==> src/rtl/mips_pkg.sv <==
// Shared constants for the MIPS pipeline writeback path.
package mips_pkg;

    localparam int REG_ADDR_W = 5;
    localparam logic [REG_ADDR_W-1:0] REG_ZERO = '0;
    localparam int DROP_CNT_W = 8;

    // Identity of the requester that most recently won arbitration.
    typedef enum logic {
        GRANT_REQ0 = 1'b0,
        GRANT_REQ1 = 1'b1
    } grant_t;

endpackage

==> src/rtl/regfile_wb_arbiter.sv <==
// Writeback arbiter: merges the ALU and load/multi-cycle writeback requests
// into the single register-file write port, with forwarding of the pending write.
module regfile_wb_arbiter
    import mips_pkg::*;
#(
    parameter int WIDTH = 32
) (
    input  logic                  clk,
    input  logic                  rst,
    input  logic                  hold,
    input  logic                  req0_valid,
    input  logic [REG_ADDR_W-1:0] req0_addr,
    input  logic [WIDTH-1:0]      req0_data,
    output logic                  req0_ready,
    input  logic                  req1_valid,
    input  logic [REG_ADDR_W-1:0] req1_addr,
    input  logic [WIDTH-1:0]      req1_data,
    output logic                  req1_ready,
    input  logic [REG_ADDR_W-1:0] rd_a1,
    input  logic [REG_ADDR_W-1:0] rd_a2,
    output logic                  fwd1_hit,
    output logic                  fwd2_hit,
    output logic [WIDTH-1:0]      fwd_data,
    output logic                  we3,
    output logic [REG_ADDR_W-1:0] A3,
    output logic [WIDTH-1:0]      WD3,
    output logic [DROP_CNT_W-1:0] drop_cnt
);

    grant_t                last_grant;
    logic                  grant0;
    logic                  grant1;
    logic                  accept;
    logic [REG_ADDR_W-1:0] sel_addr;
    logic [WIDTH-1:0]      sel_data;

    // Round-robin pick: a lone requester wins; on a tie the one not granted last wins.
    always_comb begin
        grant0 = 1'b0;
        grant1 = 1'b0;
        if (req0_valid && req1_valid) begin
            grant0 = (last_grant == GRANT_REQ1);
            grant1 = (last_grant == GRANT_REQ0);
        end else begin
            grant0 = req0_valid;
            grant1 = req1_valid;
        end
    end

    // Ready is gated by hold and by reset so nothing is accepted while either is high.
    assign req0_ready = grant0 && !hold && !rst;
    assign req1_ready = grant1 && !hold && !rst;
    assign accept     = req0_ready || req1_ready;

    // Steer the accepted request's address and data toward the write registers.
    always_comb begin
        sel_addr = req0_addr;
        sel_data = req0_data;
        if (req1_ready) begin
            sel_addr = req1_addr;
            sel_data = req1_data;
        end
    end

    // Last-grant pointer moves only when a request is actually accepted.
    always_ff @(posedge clk or posedge rst) begin
        if (rst) begin
            last_grant <= GRANT_REQ1;
        end else if (req0_ready) begin
            last_grant <= GRANT_REQ0;
        end else if (req1_ready) begin
            last_grant <= GRANT_REQ1;
        end
    end

    // Register the write one cycle after acceptance; A3/WD3 hold when nothing is written.
    always_ff @(posedge clk or posedge rst) begin
        if (rst) begin
            we3 <= 1'b0;
            A3  <= '0;
            WD3 <= '0;
        end else begin
            we3 <= accept && (sel_addr != REG_ZERO);
            if (accept && (sel_addr != REG_ZERO)) begin
                A3  <= sel_addr;
                WD3 <= sel_data;
            end
        end
    end

    // Count accepted writes to register 0, saturating at all-ones.
    always_ff @(posedge clk or posedge rst) begin
        if (rst) begin
            drop_cnt <= '0;
        end else if (accept && (sel_addr == REG_ZERO) && (drop_cnt != '1)) begin
            drop_cnt <= drop_cnt + 1'b1;
        end
    end

    assign fwd1_hit = we3 && (rd_a1 == A3) && (rd_a1 != REG_ZERO);
    assign fwd2_hit = we3 && (rd_a2 == A3) && (rd_a2 != REG_ZERO);
    assign fwd_data = WD3;

endmodule

==> config.mk <==
export PLATFORM = sky130hd
export DESIGN_NAME = regfile_wb_arbiter
export DESIGN_NICKNAME = d
export VERILOG_FILES = /design/src/rtl/mips_pkg.sv /design/src/rtl/regfile_wb_arbiter.sv
export SDC_FILE = /design/constraint.sdc
export NUM_CORES = 1
export LEC_CHECK = 0
export ABC_AREA = 1
export BUFFER_PORTS_ARGS = -buffer_cell sky130_fd_sc_hd__buf_2
export CAP_MARGIN = 5
export CORE_ASPECT_RATIO = 0.5
export CORE_MARGIN = 2
export CORE_UTILIZATION = 47
export CTS_CLUSTER_DIAMETER = 60
export DETAILED_ROUTE_END_ITERATION = 16
export HOLD_SLACK_MARGIN = 0.1
export PLACE_DENSITY = 0.95
export REMOVE_ABC_BUFFERS = 1
export SLEW_MARGIN = 30
export SYNTH_ARGS = -nofsm -noshare
export SYNTH_HDL_FRONTEND = slang
export SYNTH_SLANG_ARGS = --single-unit
==> constraint.sdc <==
create_clock -name clk -period 5 [get_ports clk]
set_clock_uncertainty 0.1 [all_clocks]
set_input_delay 1 -clock clk [delete_from_list [all_inputs] [get_ports clk]]
set_output_delay 1 -clock clk [all_outputs]
set_load 0.005 [all_outputs]
* After elaboration in Yosys (flattened, before gate mapping)
Cells that the tools add are included.
** Word-level totals
- Flip-flop bits (word level) :: 47
- Output and inout port bits :: 82
** Cells by class
- Add/subtract/negate cells :: 1
- Eq/ne operators :: 3
- Muxes and demuxes :: 6
- Bitwise gates (word level) :: 1
- Reductions and logical operators :: 20
** Operators by type and width (count)
- $mux 32 :: 1
- $reduce_bool 5->1 :: 3
- $logic_and 1x1->1 :: 12
- $eq 5x5->1 :: 2
- $add 8x1->8 const B :: 1
- $ne 8x8->1 const B :: 1
- $logic_not 5->1 :: 1
- $mux 5 :: 1
- $mux 1 :: 4
- $logic_not 1->1 :: 2
- $reduce_bool 2->1 :: 1
- $logic_or 1x1->1 :: 1
- $not 1->1 :: 1

* Longest topological paths before layout
- Depth in word-level cells :: 8
- Mapped depth :: 12
- Gate-level depth less buffers :: 10

* Worst setup path before layout
Ideal clock, no wire load.
- Kind :: input to output
- From :: input rst
- To :: output req0_ready
- Arrival time :: 2465 ps
- Slack :: 1435 ps
- Stages :: 3
- Path buffers :: 0
- Path through :: inv_1 -> nand4_1 -> inv_1
** On the way
- Word-level cells in the longest chain between the ends :: 2
** RTL lines
- from (decl) :: RTL line regfile_wb_arbiter.sv:9 : input logic rst,
- $logic_not 1->1 (no source line)
- $logic_and 1x1->1 :: RTL line regfile_wb_arbiter.sv:51 : assign req0_ready = grant0 && !hold && !rst;
- to (decl) :: RTL line regfile_wb_arbiter.sv:14 : output logic req0_ready,
Every way passes these cells.

* Worst setup path after layout
Ends and elaborated chain as after synthesis.

==> metrics <==
synth unique cells=31; drt pass-1 iters=4; vias in the first global route=2,770; setup ws final=1.75 ns; Synth area leaders=dfrtp_1 38%, nand2_1 25%, buf_4 7.9%, nand3_1 6.4%, inv_1 3.7%; Synth Register Bits=47; Final period util=64.9%; GPL Wtd Cong=0.819; HP Start=WD3[28]; Sw Share=32.7%; Worst IR Drop VDD=162 uV; Worst Hold Class=reg -> reg; crit-path most repeated cell=buf_2; R2R depth=8; Buf/Inv on CP=5; Clk Tree Root Cell=clkbuf_16; dpl hpwl=5.85 mm; total negative slack=0 ns; worst reg2reg startpoint=last_grant; Top delay family on crit path=buffers and inverters; critical path capture point type=output pin; top cell type by total area after synthesis=dfrtp_1; DP Worst Slack=1.62 ns; Synthesis Warnings=0; outcome=finished, final reports clean; initial antenna violation count=0; quantity of I/O buffers inserted on ports=170; clock sink count=47; Yosys top cell area share=38.0%; global-route wire length before repair=12.4 mm; row count=20; ANT cells=0; Avg WL per Cell=12.2 um; CTS tree=built; Period minus WS final=3.25 ns; fin nets=649; RSZ-0062 raised after global routing=false; share of cells above drive strength 1=35.5%; relative slew slack=60.9%; CTS Buf Count=5; Worst-path clk slew=0.06 ns; DIE WIDTH=118 um; Req. time, crit path=3.90 ns; Post-Syn Area=3030 um2; net load switching power=0.408 mW; slowest CP cell=buf_4; H-tree depth=2; largest net degree at the start of global routing=49; gr usage total=21.6%; Hold Crit Endpoint=WD3[28]; latest clock arrival within the worst-skew pair=0.29 ns; combinational share of power=30.4%; total gr overflow=0; internal power=0.842 mW; DRC Markers=0; WHS Path Cells=2; Vias=3,094; post-CTS setup buffers=0; Crit Path Class=in -> out; critical path arrival=2.15 ns; Fmax=308 MHz; final hold violation count=0; post-cts sizing count=0; hold buffers post-CTS=0; sequential-to-total area share from yosys stat=38.9%; Slew @ Worst Pin=0.586 ns; dpl cell area=3650 um2; Clock power frac=26.6%; Die Ht=60.8 um; P&R area growth vs syn=25.4%; Final ANT Viol Nets=0; core footprint=6160 um2; I/O pins=171; sequential power share=42.9%; Synth Area per Inst=7.07 um2; Max Cap Violations=0; Vias/cell=4.77; CP Launch Type=input port; Final setup viols=0; Die ar.=7140 um2; Gate Count Post-Synth=428; pwr dens=329 nW/um2; crit path max fanout=48; worst reg2reg setup slack=2.57 ns; final WL=7.90 mm; Leak=2.40 nW; critical path, cell by cell=buf_2, inv_2, buf_4, nand4_1, inv_1, buf_2; Worst R2R End=WD3[23]; Starting Density=49.2%; CTS Buffer Depth=2; DRT iter0 DRCs=120; CP max stage delay=0.47 ns; Max Slew Vio Count=0; final instance area=3800 um2
power by group through the flow:
stage | Clock, mW | Combinational (mW) | Sequential [mW]
after CTS | 0.331 | 0.386 | 0.538
after global placement | 0 | 0.367 | 0.541
after floorplan | 0 | 0.150 | 0.549
after global routing | 0.351 | 0.432 | 0.549
after detailed placement | 0 | 0.382 | 0.543
final | 0.333 | 0.381 | 0.537
final cells by class:
class | instances | area [um2]
Sequential cell | 47 | 1180
Clock buffer | 7 | 143
Clock inverter | 1 | 5.00
Timing Repair Buffer | 173 | 873
Tap cell | 88 | 110
Fill cell | 553 | 2360
Inverter | 33 | 124
Multi-Input combinational cell | 299 | 1370
worst min-delay path, delay by kind of cell (launching register included):
kind             cells  cell delay, ns
DFF                  1            0.36
and+or+nand+nor      2            0.10
layout by cell type, fill, tap and decap left out, types with 5 or more instances in the layout:
cell type    n
inv_1       29
xor2_1       5
nand2_1    205
nand4_1     14
nand3_1     39
buf_2      170
clkbuf_16    5
dfrtp_1     46
metal layers:
metal	routed length [um]	global-route usage [%]	vias up	part of all wire, %
met5	0	0	-	0
met4	276	10.7	0	3.5
met3	411	4.70	28	5.2
met2	3980	38.9	100	50
met1	3230	25.8	1403	41
li1	-	-	1563	-
metrics by stage:
stage / util [%] / power, mW / hold WS, ns / cells
finish: 61.7 / 1.25 / 0.390 / 648
global route: 61.7 / 1.33 / 0.414 / 648
CTS: 61.7 / 1.25 / 0.398 / 648
detailed placement: 59.3 / 0.925 / 0.384 / 640
global placement: 59.3 / 0.909 / 0.379 / 640
floorplan: - / 0.699 / 0.368 / 379
worst max-delay path by stage:
stage                     depth (start not counted)  from     endpoint  slack, ns
final                                             6   rst   req0_ready       1.75
after global routing                              6   rst   req0_ready       1.59
after CTS                                         6   rst   req0_ready       1.71
after detailed placement                         10   rst  drop_cnt[3]       1.62
after global placement                           10   rst       WD3[5]       1.68
after floorplan                                   7   rst        A3[0]       1.41
synth_stat cells:
cell	instances
nand2_1	205
dfrtp_1	46
nand3_1	39
buf_4	32
inv_1	30
nand4_1	14
buf_6	7
clkbuf_1	5
xor2_1	5
a21oi_1	4
buf_2	4
nand2_2	4
nor2_1	4
xnor2_1	4
inv_2	3
nor3_1	3
o21ai_0	3
nand2_4	2
or2_2	2
buf_1	1
dfstp_2	1
ha_1	1
nand3_2	1
nand3_4	1
nor2_2	1
nor2_4	1
nor2_8	1
o2111ai_1	1
o21ai_1	1
o21bai_2	1
o22ai_1	1
registers in the layout, indices dropped and copies added, names as in the netlist:
register,count
A3,5
last_grant,1
drop_cnt,8
we3,1
WD3,32
cell families (layout without fill, tap and decap cells):
logic type,Yosys count,after routing,synth area share [%]
AOI/OAI and AO/OA,11,11,2.19
xor gates and xnor gates,9,9,2.60
adders and majority gates,1,1,0.413
buffers and inverters,82,214,16.0
DFF,47,47,38.9
and+or+nand+nor,278,278,39.9
Note: power is estimated with default switching activity, not from simulation.
